<file path="config.mk">
export PLATFORM = sky130hd
export DESIGN_NAME = game_ctrl_flat
export DESIGN_NICKNAME = d
export VERILOG_FILES = /design/src/rtl/game_ctrl_pkg.sv /design/src/rtl/game_ctrl_if.sv /design/src/rtl/game_ctrl_btn_edge.sv /design/src/rtl/game_ctrl.sv /design/src/flat_wrapper.sv
export SDC_FILE = /design/constraint.sdc
export NUM_CORES = 1
export LEC_CHECK = 0
export CORE_AREA = 2 2 57 59
export CTS_CLUSTER_SIZE = 25
export DETAILED_ROUTE_END_ITERATION = 12
export DIE_AREA = 0 0 59 61
export PLACE_DENSITY = 0.75
export SYNTH_ARGS = -nofsm -noshare
export SYNTH_HDL_FRONTEND = slang
export SYNTH_HIERARCHICAL = 1
export SYNTH_SLANG_ARGS = --single-unit
</file>
<file path="constraint.sdc">
create_clock -name clk_i -period 4.1 [get_ports clk_i]
set_input_delay 0.41 -clock clk_i [delete_from_list [all_inputs] [get_ports clk_i]]
set_output_delay 0.41 -clock clk_i [all_outputs]
set_load 0.02 [all_outputs]
</file>
<file path="src/rtl/game_ctrl_pkg.sv">
// Shared pong game definitions: match-state encoding and default match constants
// (also consumed by the HUD renderer).
// Optional feature macro: GAME_CTRL_PAUSE_EN adds the PAUSED encoding.
package game_ctrl_pkg;

  localparam int unsigned SCORE_W_DEF      = 4;
  localparam int unsigned WIN_SCORE_DEF    = 9;
  localparam int unsigned SERVE_FRAMES_DEF = 60;

  // Explicit values keep GAME_OVER stable whether or not PAUSED exists.
  typedef enum logic [2:0] {
    IDLE      = 3'd0,
    SERVE     = 3'd1,
    PLAY      = 3'd2,
    POINT     = 3'd3,
`ifdef GAME_CTRL_PAUSE_EN
    PAUSED    = 3'd4,
`endif
    GAME_OVER = 3'd5
  } game_state_t;

endpackage

</file>
<file path="src/rtl/game_ctrl_if.sv">
// Game controller bus: frame/button/miss inputs and ball/paddle/score outputs.
//  master : game_ctrl side (consumes events, drives enables/scores/state)
//  slave  : board side (VGA timing, buttons, ball/paddle datapath, HUD)
interface game_ctrl_if
  import game_ctrl_pkg::*;
#(
  parameter int unsigned SCORE_W = SCORE_W_DEF
) ();

  logic               frame_tick_i;
  logic               start_btn_i;
  logic               miss_left_i;
  logic               miss_right_i;
  logic               pause_btn_i;
  logic               ball_rst_o;
  logic               ball_en_o;
  logic               paddle_en_o;
  logic               serve_dir_o;
  logic [SCORE_W-1:0] score_l_o;
  logic [SCORE_W-1:0] score_r_o;
  logic               game_over_o;
  logic               winner_o;
  logic [2:0]         state_o;

  modport master (
    input  frame_tick_i, start_btn_i, miss_left_i, miss_right_i, pause_btn_i,
    output ball_rst_o, ball_en_o, paddle_en_o, serve_dir_o,
           score_l_o, score_r_o, game_over_o, winner_o, state_o
  );

  modport slave (
    output frame_tick_i, start_btn_i, miss_left_i, miss_right_i, pause_btn_i,
    input  ball_rst_o, ball_en_o, paddle_en_o, serve_dir_o,
           score_l_o, score_r_o, game_over_o, winner_o, state_o
  );

endinterface

</file>
<file path="src/rtl/game_ctrl_btn_edge.sv">
// Rising-edge detector for an already-synchronised button level.
//  clk_i, rst_n_i : clock, async active-low reset
//  btn_i          : button level
//  rise_c_o       : combinational 1-cycle pulse on a 0->1 transition
// The history register resets to 1 so a button held through reset release
// does not register as a press.
module game_ctrl_btn_edge (
  input  logic clk_i,
  input  logic rst_n_i,
  input  logic btn_i,
  output logic rise_c_o
);

  logic prev_q;

  always_ff @(posedge clk_i or negedge rst_n_i) begin
    if (!rst_n_i) prev_q <= 1'b1;
    else          prev_q <= btn_i;
  end

  assign rise_c_o = btn_i & ~prev_q;

endmodule

</file>
<file path="src/rtl/game_ctrl.sv">
// Pong match sequencer: owns match state, scores and serve timing, and gates
// per-frame ball/paddle updates.
//  clk_i, rst_n_i : clock, async active-low reset
//  bus (master)   : frame tick, start/pause buttons, miss pulses in;
//                   ball_rst/ball_en/paddle_en, serve_dir, scores,
//                   game_over/winner, state out (all registered)
// Optional feature macro: GAME_CTRL_PAUSE_EN (pause button and PAUSED state).
module game_ctrl
  import game_ctrl_pkg::*;
#(
  parameter int unsigned SCORE_W      = SCORE_W_DEF,
  parameter int unsigned WIN_SCORE    = WIN_SCORE_DEF,
  parameter int unsigned SERVE_FRAMES = SERVE_FRAMES_DEF
) (
  input  logic       clk_i,
  input  logic       rst_n_i,
  game_ctrl_if.master bus
);

  localparam int unsigned CNT_W = $clog2(SERVE_FRAMES + 1);
  localparam logic [SCORE_W-1:0] WIN_L    = SCORE_W'(WIN_SCORE);
  localparam logic [CNT_W-1:0]   CNT_LOAD = CNT_W'(SERVE_FRAMES);

  game_state_t        state_q, state_d;
  logic [CNT_W-1:0]   cnt_q, cnt_d;
  logic [SCORE_W-1:0] score_l_q, score_l_d;
  logic [SCORE_W-1:0] score_r_q, score_r_d;
  logic               serve_dir_q, serve_dir_d;
  logic               ball_rst_q, ball_rst_d;
  logic               ball_en_q, ball_en_d;
  logic               paddle_en_q, paddle_en_d;
  logic               game_over_q, game_over_d;
  logic               winner_q, winner_d;
  logic               start_rise_c;

  game_ctrl_btn_edge u_start_edge (
    .clk_i    (clk_i),
    .rst_n_i  (rst_n_i),
    .btn_i    (bus.start_btn_i),
    .rise_c_o (start_rise_c)
  );

`ifdef GAME_CTRL_PAUSE_EN
  game_state_t saved_q, saved_d;
  logic        pause_rise_c;

  game_ctrl_btn_edge u_pause_edge (
    .clk_i    (clk_i),
    .rst_n_i  (rst_n_i),
    .btn_i    (bus.pause_btn_i),
    .rise_c_o (pause_rise_c)
  );

  always_ff @(posedge clk_i or negedge rst_n_i) begin
    if (!rst_n_i) saved_q <= IDLE;
    else          saved_q <= saved_d;
  end
`else
  logic unused_pause_c;
  assign unused_pause_c = bus.pause_btn_i;
`endif

  // Next-state and registered-output logic.
  always_comb begin
    state_d     = state_q;
    cnt_d       = cnt_q;
    score_l_d   = score_l_q;
    score_r_d   = score_r_q;
    serve_dir_d = serve_dir_q;
    winner_d    = winner_q;
    ball_en_d   = 1'b0;
    paddle_en_d = 1'b0;
`ifdef GAME_CTRL_PAUSE_EN
    saved_d     = saved_q;
`endif

    case (state_q)
      IDLE: begin
        if (start_rise_c) begin
          state_d   = SERVE;
          cnt_d     = CNT_LOAD;
          score_l_d = '0;
          score_r_d = '0;
        end
      end

      SERVE: begin
`ifdef GAME_CTRL_PAUSE_EN
        if (pause_rise_c) begin
          state_d = PAUSED;
          saved_d = SERVE;
        end else
`endif
        if (bus.frame_tick_i) begin
          paddle_en_d = 1'b1;
          // Tick seen with counter at 1 is the last serve frame.
          if (cnt_q <= CNT_W'(1)) begin
            state_d = PLAY;
            cnt_d   = '0;
          end else begin
            cnt_d = cnt_q - CNT_W'(1);
          end
        end
      end

      PLAY: begin
`ifdef GAME_CTRL_PAUSE_EN
        if (pause_rise_c) begin
          state_d = PAUSED;
          saved_d = PLAY;
        end else
`endif
        // Misses take priority over a coincident frame tick.
        if (bus.miss_left_i && bus.miss_right_i) begin
          serve_dir_d = ~serve_dir_q;
          state_d     = POINT;
        end else if (bus.miss_left_i) begin
          score_r_d   = (score_r_q >= WIN_L) ? score_r_q : score_r_q + SCORE_W'(1);
          serve_dir_d = 1'b0;
          state_d     = POINT;
        end else if (bus.miss_right_i) begin
          score_l_d   = (score_l_q >= WIN_L) ? score_l_q : score_l_q + SCORE_W'(1);
          serve_dir_d = 1'b1;
          state_d     = POINT;
        end else if (bus.frame_tick_i) begin
          ball_en_d   = 1'b1;
          paddle_en_d = 1'b1;
        end
      end

      POINT: begin
        if ((score_l_q == WIN_L) || (score_r_q == WIN_L)) begin
          state_d  = GAME_OVER;
          winner_d = (score_r_q == WIN_L);
        end else begin
          state_d = SERVE;
          cnt_d   = CNT_LOAD;
        end
      end

      GAME_OVER: begin
        if (start_rise_c) begin
          state_d   = SERVE;
          cnt_d     = CNT_LOAD;
          score_l_d = '0;
          score_r_d = '0;
          winner_d  = 1'b0;
        end
      end

`ifdef GAME_CTRL_PAUSE_EN
      PAUSED: begin
        if (pause_rise_c) state_d = saved_q;
      end
`endif

      default: state_d = IDLE;
    endcase

    // Ball is released only in PLAY; a pause keeps whatever it was.
    ball_rst_d = (state_d != PLAY);
`ifdef GAME_CTRL_PAUSE_EN
    if (state_d == PAUSED) ball_rst_d = ball_rst_q;
`endif
    game_over_d = (state_d == GAME_OVER);
  end

  // State and output registers.
  always_ff @(posedge clk_i or negedge rst_n_i) begin
    if (!rst_n_i) begin
      state_q     <= IDLE;
      cnt_q       <= '0;
      score_l_q   <= '0;
      score_r_q   <= '0;
      serve_dir_q <= 1'b1;
      ball_rst_q  <= 1'b1;
      ball_en_q   <= 1'b0;
      paddle_en_q <= 1'b0;
      game_over_q <= 1'b0;
      winner_q    <= 1'b0;
    end else begin
      state_q     <= state_d;
      cnt_q       <= cnt_d;
      score_l_q   <= score_l_d;
      score_r_q   <= score_r_d;
      serve_dir_q <= serve_dir_d;
      ball_rst_q  <= ball_rst_d;
      ball_en_q   <= ball_en_d;
      paddle_en_q <= paddle_en_d;
      game_over_q <= game_over_d;
      winner_q    <= winner_d;
    end
  end

  assign bus.ball_rst_o  = ball_rst_q;
  assign bus.ball_en_o   = ball_en_q;
  assign bus.paddle_en_o = paddle_en_q;
  assign bus.serve_dir_o = serve_dir_q;
  assign bus.score_l_o   = score_l_q;
  assign bus.score_r_o   = score_r_q;
  assign bus.game_over_o = game_over_q;
  assign bus.winner_o    = winner_q;
  assign bus.state_o     = state_q;

endmodule

</file>
<file path="src/flat_wrapper.sv">
// flat-port wrapper written by rule: the top's interface ports become plain ports
module game_ctrl_flat import game_ctrl_pkg::*;
#(
  parameter int unsigned SCORE_W      = SCORE_W_DEF,
  parameter int unsigned WIN_SCORE    = WIN_SCORE_DEF,
  parameter int unsigned SERVE_FRAMES = SERVE_FRAMES_DEF
)
  (clk_i, rst_n_i, bus_frame_tick_i, bus_start_btn_i, bus_miss_left_i, bus_miss_right_i, bus_pause_btn_i, bus_ball_rst_o, bus_ball_en_o, bus_paddle_en_o, bus_serve_dir_o, bus_score_l_o, bus_score_r_o, bus_game_over_o, bus_winner_o, bus_state_o);
  game_ctrl_if #(.SCORE_W(SCORE_W)) bus_i ();
  input  logic clk_i;
  input  logic rst_n_i;
  input wire logic [$bits(bus_i.frame_tick_i)-1:0] bus_frame_tick_i;
  input wire logic [$bits(bus_i.start_btn_i)-1:0] bus_start_btn_i;
  input wire logic [$bits(bus_i.miss_left_i)-1:0] bus_miss_left_i;
  input wire logic [$bits(bus_i.miss_right_i)-1:0] bus_miss_right_i;
  input wire logic [$bits(bus_i.pause_btn_i)-1:0] bus_pause_btn_i;
  output wire logic [$bits(bus_i.ball_rst_o)-1:0] bus_ball_rst_o;
  output wire logic [$bits(bus_i.ball_en_o)-1:0] bus_ball_en_o;
  output wire logic [$bits(bus_i.paddle_en_o)-1:0] bus_paddle_en_o;
  output wire logic [$bits(bus_i.serve_dir_o)-1:0] bus_serve_dir_o;
  output wire logic [$bits(bus_i.score_l_o)-1:0] bus_score_l_o;
  output wire logic [$bits(bus_i.score_r_o)-1:0] bus_score_r_o;
  output wire logic [$bits(bus_i.game_over_o)-1:0] bus_game_over_o;
  output wire logic [$bits(bus_i.winner_o)-1:0] bus_winner_o;
  output wire logic [$bits(bus_i.state_o)-1:0] bus_state_o;
  assign bus_i.frame_tick_i = bus_frame_tick_i;
  assign bus_i.start_btn_i = bus_start_btn_i;
  assign bus_i.miss_left_i = bus_miss_left_i;
  assign bus_i.miss_right_i = bus_miss_right_i;
  assign bus_i.pause_btn_i = bus_pause_btn_i;
  assign bus_ball_rst_o = bus_i.ball_rst_o;
  assign bus_ball_en_o = bus_i.ball_en_o;
  assign bus_paddle_en_o = bus_i.paddle_en_o;
  assign bus_serve_dir_o = bus_i.serve_dir_o;
  assign bus_score_l_o = bus_i.score_l_o;
  assign bus_score_r_o = bus_i.score_r_o;
  assign bus_game_over_o = bus_i.game_over_o;
  assign bus_winner_o = bus_i.winner_o;
  assign bus_state_o = bus_i.state_o;
  game_ctrl #(.SCORE_W(SCORE_W), .WIN_SCORE(WIN_SCORE), .SERVE_FRAMES(SERVE_FRAMES)) u_core (.clk_i(clk_i), .rst_n_i(rst_n_i), .bus(bus_i));
endmodule
</file>
==> Word-level counts from Yosys, hierarchy flattened <==
Cells that the tools add are included.
{ "op_classes": {"n_lt_le_gt_ge": 3, "bitwise_logic": 3, "reduce_logical": 13, "n_eq_ne": 19, "mux": 35, "add_sub_neg": 3} }
{ "ops": {"columns": ["operator", "count"], "rows": [
  ["4-bit 2-to-1 mux", 8],
  ["6-bit 2-to-1 mux", 4],
  ["3-bit 2-to-1 mux", 7],
  ["6-bit case mux with 3 select lines", 1],
  ["2-bit inequality test, second input constant", 8],
  ["4-bit case mux with 2 select lines", 2],
  ["3-bit case mux with 4 select lines", 1],
  ["1-bit 2-to-1 mux", 10],
  ["4-bit by 1-bit adder with 4-bit output, second input constant", 2],
  ["4-bit == test, second input constant", 2],
  ["4-bit >= comparator, second input constant", 2],
  ["3-bit by 2-bit == test with 1-bit output, second input constant", 2],
  ["3-bit == test, second input constant", 2],
  ["6-bit by 1-bit <= comparator with 1-bit output, second input constant", 1],
  ["2-bit by 1-bit inequality test with 1-bit output, second input constant", 3],
  ["6-bit AND reduction", 1],
  ["3-bit nonzero test", 2],
  ["6-bit by 1-bit subtractor with 6-bit output, second input constant", 1],
  ["5-bit AND reduction", 1],
  ["1-bit case mux with 2 select lines", 2],
  ["4-bit AND reduction", 1],
  ["2-bit nonzero test", 2],
  ["3-bit by 1-bit == test with 1-bit output, second input constant", 1],
  ["3-bit logical NOT", 1],
  ["8 further kinds", 9]
]} }
{ "totals": {"regBits": 24, "input_bits": 7, "elab_cells": 87, "out_inout_bits": 17} }

==> Logic depth before layout (Yosys ltp) <==
{ "depth": {"word_depth": 6, "depth_mapped": 7, "mapped_depth_nobuf": 6} }

==> Cells and area by module <==
Netlist, hierarchy kept.
{ "modules_own_cells": {"columns": ["module", "cells_each", "seq_area_each_um2", "area_per_inst_um2", "instances"], "rows": [
  ["game_ctrl", 141, 578.1, 1401.3, 1],
  ["game_ctrl_btn_edge", 2, 26.3, 40.0, 1]
]} }

==> Least setup slack after synthesis <==
OpenSTA, ideal clock, no wires.
{ "synth_path": {"kind": "register to register", "start": "register u_core.score_r_q[1], in the netlist u_core/bus.score_r_o[1]", "end": "register u_core.cnt_q[3]", "slack_ns": 2.305, "arrival_time_ns": 1.674, "path_stages_with_launch": 8, "period_less_slack_ns": 1.795, "path_buffers": 1, "setup_time_ns": 0.121, "t_required_ns": 3.979, "path_cell_list": "dfrtp_1 > inv_1 > ha_1 > and3b_1 > and4b_4 > or2_1 > buf_2 > a22o_1"} }
{ "synth_via": {"elab_chain_cells": 4} }
{ "synth_rtl": {"columns": ["element", "line_no", "source"], "rows": [
  ["start, declared", "game_ctrl.sv:27", "logic [SCORE_W-1:0] score_r_q, score_r_d;"],
  ["start signal, assigned", "game_ctrl.sv:185", "score_r_q <= score_r_d;"],
  ["4-bit == test", "game_ctrl.sv:132", "if ((score_l_q == WIN_L) || (score_r_q == WIN_L)) begin"],
  ["1-bit logical OR", "game_ctrl.sv:132", null],
  ["2-bit inequality test (no source line)", null, null],
  ["4-bit AND reduction (no source line)", null, null],
  ["end signal, assigned", "game_ctrl.sv:183", "cnt_q <= cnt_d;"],
  ["end, declared", "game_ctrl.sv:25", "logic [CNT_W-1:0] cnt_q, cnt_d;"]
]} }
No other way between the ends.
A chain may end at the register's enable or synchronous reset.

==> Final worst setup path <==
{ "layout_path": {"start": "register u_core.state_q[2], in the netlist u_core/bus.state_o[2]", "end": "output port bus_state_o[2]"} }
{ "layout_lines": {"columns": ["element", "line_no", "source"], "rows": [
  ["start, declared", "game_ctrl.sv:24", "game_state_t state_q, state_d;"],
  ["start signal, assigned", "game_ctrl.sv:182", "state_q <= state_d;"],
  ["end, declared", "flat_wrapper.sv:25", "output wire logic [$bits(bus_i.state_o)-1:0] bus_state_o;"]
]} }
No word-level cell between the ends.

==> out/qor.json <==
{
  "logic_synthesis": {
    "avgSynthCellArea_sq_um": 10.1,
    "post_synth_main_area_contributors": "sky130_fd_sc_hd__dfrtp_1, sky130_fd_sc_hd__ha_1, sky130_fd_sc_hd__dfstp_2",
    "yosysTopAreaCellShare_pct": 36.5,
    "cell_type_contributing_the_most_total_cell_area_after_synthesis": "sky130_fd_sc_hd__dfrtp_1",
    "asyncSetResetFlopFracSynth_pct": 100,
    "synthesis.nets": 158,
    "instance_count_of_the_mapped_netlist": 143,
    "synthFlopType": "sky130_fd_sc_hd__dfrtp_1",
    "synth_seq_cells": 24,
    "synth.lib_cells_used.distinct": 40,
    "netlist_area_sq_mm": 0.00144,
    "yosysSeqAreaShare_pct": 41.9,
    "synth-edff-count": 0,
    "ys.warnings.count": 6,
    "cell_with_the_most_instances_after_synthesis": "sky130_fd_sc_hd__dfrtp_1",
    "synth.top_cells.by_count": "sky130_fd_sc_hd__dfrtp_1, sky130_fd_sc_hd__nor2_1, sky130_fd_sc_hd__o21ai_0"
  },
  "sta": {
    "finalCritPeriodShare_pct": 52.5,
    "slew_headroom_pct": 28.8,
    "finalSetupViolCount": 0,
    "achievable-frequency_mhz": 465,
    "tightest_slew_ns": 1.06,
    "worst_clock_skew_ns": 0.00524,
    "timing_hold_violations_final": 0,
    "grt_setup_unrepaired": "no",
    "finalCriticalPeriod_ns": 2.15,
    "final.setup.tns_ns": 0,
    "report.final.slew_viol_count": 0
  },
  "floorplanning": {
    "die_area_sq_mm": 0.00360,
    "initial_utilization_pct": 48.8,
    "std_cell_rows": 20,
    "core_area_sq_mm": 0.00295,
    "total_i_o_pin_count": 24,
    "die_h_um": 61,
    "die_x_um": 59
  },
  "placement": {
    "place.detailed.hpwl_um": 2030,
    "globalplace.congestion": 0.775,
    "placed_area_sq_mm": 0.00167,
    "place.port_buffers": 22
  },
  "cts": {
    "ctsLongestPathBuffers": 2,
    "cts_made_buffers": 3,
    "postCtsHoldBufs": 0,
    "tritoncts": "done",
    "cts.sinks": 24,
    "clkLatencyLatePin_ns": 0.32,
    "ctsResizeCount": 0,
    "clk_pin_slew_worst_paths_ns": 0.14,
    "post-cts-setup-buffers": 0,
    "clockRootBuffer": "sky130_fd_sc_hd__clkbuf_4",
    "ctsHtreeMaxLevel": 1
  },
  "global_routing": {
    "via_count_of_the_first_global_routing_pass": 1161,
    "grt_first_pass_wirelength_um": 4900,
    "globalRouteTotalUtil_pct": 17.8,
    "globalRoute.totalOverflow": 0,
    "grt_max_degree": 25,
    "grt_antenna_before_repair": 0
  },
  "pwr": {
    "vdd_ir_drop_max_mv": 0.258,
    "power_leakage_uw": 0.000750,
    "power.density_mw_per_mm2": 527
  },
  "critical_path": {
    "critical-path-top-delay-family": "flip-flops",
    "r2r_start": "u_core/bus.state_o[2]$_DFF_PN0_",
    "timing.critical_path.arrival_ns": 1.74,
    "critical_path.max_stage_delay_ns": 0.71,
    "crit_type": "reg -> out",
    "crit_path_start": "u_core/bus.state_o[2]$_DFF_PN0_",
    "critical_path_top_delay_cell": "sky130_fd_sc_hd__dfrtp_1",
    "setup_crit_start_kind": "register",
    "endpoint_kind": "output pin",
    "critical_path.max_fanout": 16,
    "cp_num_buf_inv": 1,
    "crit_required_ns": 3.69,
    "crit_chain": "clkdlybuf4s50_1"
  },
  "drt": {
    "detailedRoute.firstIterationViolations": 46,
    "totalWireLength_um": 2810,
    "vias_per_cell": 5.76,
    "drtAntennaViolNets": 0,
    "wire_per_inst_um": 14.3,
    "drcViolationCount": 0,
    "detailroute.via_count": 1134,
    "detailedRoute.firstPassIterationCount": 4
  },
  "hold_path": {
    "type_of_the_most_critical_hold_path": "reg -> reg",
    "holdCritStartpoint": "u_core/bus.serve_dir_o$_DFFE_PN1P_"
  },
  "cells_and_area": {
    "insertedDiodeCount": 0,
    "drive_above_1_share_pct": 9.15,
    "design.final.nets": 180,
    "syn2layout_area_growth_pct": 19.5,
    "final.fill_count": 269,
    "final_cell_area_sq_mm": 0.00172
  },
  "job": {
    "drv.max_cap_violation_count": 0
  },
  "run_status": {
    "status": "complete, no violations"
  }
}
worst reg2reg max path: stages, from the launching register on:
cell and delay, ns:
sky130_fd_sc_hd__dfrtp_1 0.71, sky130_fd_sc_hd__xnor2_1 0.18, sky130_fd_sc_hd__and3b_1 0.30, sky130_fd_sc_hd__a21oi_2 0.19, sky130_fd_sc_hd__mux2_1 0.34
worst paths after layout:
check | endpoint | slack, ns | depth (start not counted)
max in group asynchronous | u_core/cnt_q[3]$_DFFE_PN0P_ | 2.81 | 1
setup / recovery | bus_state_o[2] | 1.95 | 1
hold / removal | u_core/bus.serve_dir_o$_DFFE_PN1P_ | 0.50 | 2
min in group asynchronous | u_core/bus.score_l_o[2]$_DFFE_PN0P_ | 0.65 | 1
hold reg to reg | u_core/bus.serve_dir_o$_DFFE_PN1P_ | 0.50 | 2
setup reg to reg | u_core/bus.score_r_o[0]$_DFFE_PN0P_ | 2.27 | 4
area by class of cell:
type                            count  area [sq um]  share of cell area [%]
Inverter                            9          33.8                    1.96
Multi-Input combinational cell    105           771                    44.7
Sequential cell                    24           604                    35.1
Clock inverter                      1          30.0                    1.74
Timing Repair Buffer               22           220                    12.8
Clock buffer                        3          22.5                    1.31
Tap cell                           33          41.3                    2.40
logic make-up after synthesis:
family                     Yosys count  synth area share, %
muxes                                7                 5.29
and+or+nand+nor                     53                 22.5
DFF                                 24                 41.9
adders and majority gates            8                 6.94
buffers and inverters               14                 4.60
AOI/OAI and AO/OA                   35                 17.5
xor gates and xnor gates             2                 1.22
sequential cells by signal, indices dropped and copies added, names as in the netlist:
| name | flops |
|---|---|
| u_core/cnt_q | 6 |
| u_core/bus.score_l_o | 4 |
| u_core/bus.score_r_o | 4 |
| u_core/bus.state_o | 3 |
| u_core/bus.ball_en_o | 1 |
| u_core/bus.ball_rst_o | 1 |
| u_core/bus.game_over_o | 1 |
| u_core/bus.paddle_en_o | 1 |
| u_core/bus.serve_dir_o | 1 |
| u_core/bus.winner_o | 1 |
| u_core/u_start_edge/prev_q | 1 |
stage by stage:
step,utilization (%),setup WS (ns),instances,power [uW],hold WS (ns)
floorplan,-,2.30,143,627,0.114
global placement,56.6,2.03,193,724,0.469
CTS,58.3,1.93,197,919,0.509
detailed placement,56.6,2.00,193,743,0.489
global route,58.3,1.84,197,993,0.528
finish,58.3,1.95,197,908,0.504
where the power goes:
group	leakage (uW)	internal [uW]	switching (uW)
clock	0.0000279	98.9	73.9
sequential	0.000292	295	82.8
combinational	0.000431	172	185
routing by layer:
| layer | wire length (um) | track usage, % | up-vias | part of all wire (%) |
|---|---|---|---|---|
| met2 | 1450 | 32.7 | 22 | 51 |
| li1 | - | - | 559 | - |
| met5 | 0 | 0 | - | 0 |
| met1 | 1230 | 20.2 | 547 | 44 |
| met3 | 87 | 2.35 | 6 | 3.1 |
| met4 | 49 | 9.09 | 0 | 1.7 |
layout by cell type (no fill, tap or decap), types with 2 or more instances in the layout:
| cell | n |
|---|---|
| sky130_fd_sc_hd__o21ai_0 | 10 |
| sky130_fd_sc_hd__nand4bb_1 | 2 |
| sky130_fd_sc_hd__dfrtp_1 | 21 |
| sky130_fd_sc_hd__o22ai_1 | 2 |
| sky130_fd_sc_hd__nand2b_1 | 8 |
| sky130_fd_sc_hd__or3_1 | 2 |
| sky130_fd_sc_hd__nor2b_1 | 8 |
| sky130_fd_sc_hd__a31oi_1 | 2 |
| sky130_fd_sc_hd__a21oi_2 | 2 |
| sky130_fd_sc_hd__clkdlybuf4s50_1 | 22 |
| sky130_fd_sc_hd__o31ai_1 | 3 |
| sky130_fd_sc_hd__mux2_1 | 2 |
| sky130_fd_sc_hd__mux2i_1 | 4 |
| sky130_fd_sc_hd__nor2_1 | 10 |
| sky130_fd_sc_hd__a311oi_1 | 2 |
| sky130_fd_sc_hd__and3b_1 | 2 |
| sky130_fd_sc_hd__dfstp_2 | 3 |
| sky130_fd_sc_hd__xnor2_1 | 2 |
| sky130_fd_sc_hd__inv_1 | 9 |
| sky130_fd_sc_hd__nor3_1 | 5 |
| sky130_fd_sc_hd__clkbuf_4 | 3 |
| sky130_fd_sc_hd__a22o_1 | 4 |
| sky130_fd_sc_hd__nand3_1 | 2 |
| sky130_fd_sc_hd__ha_1 | 8 |
| sky130_fd_sc_hd__nand2_1 | 7 |
| sky130_fd_sc_hd__a21oi_1 | 2 |
| sky130_fd_sc_hd__a41oi_1 | 2 |
| sky130_fd_sc_hd__nand3b_1 | 2 |
Power figures use the tool's default switching activity.
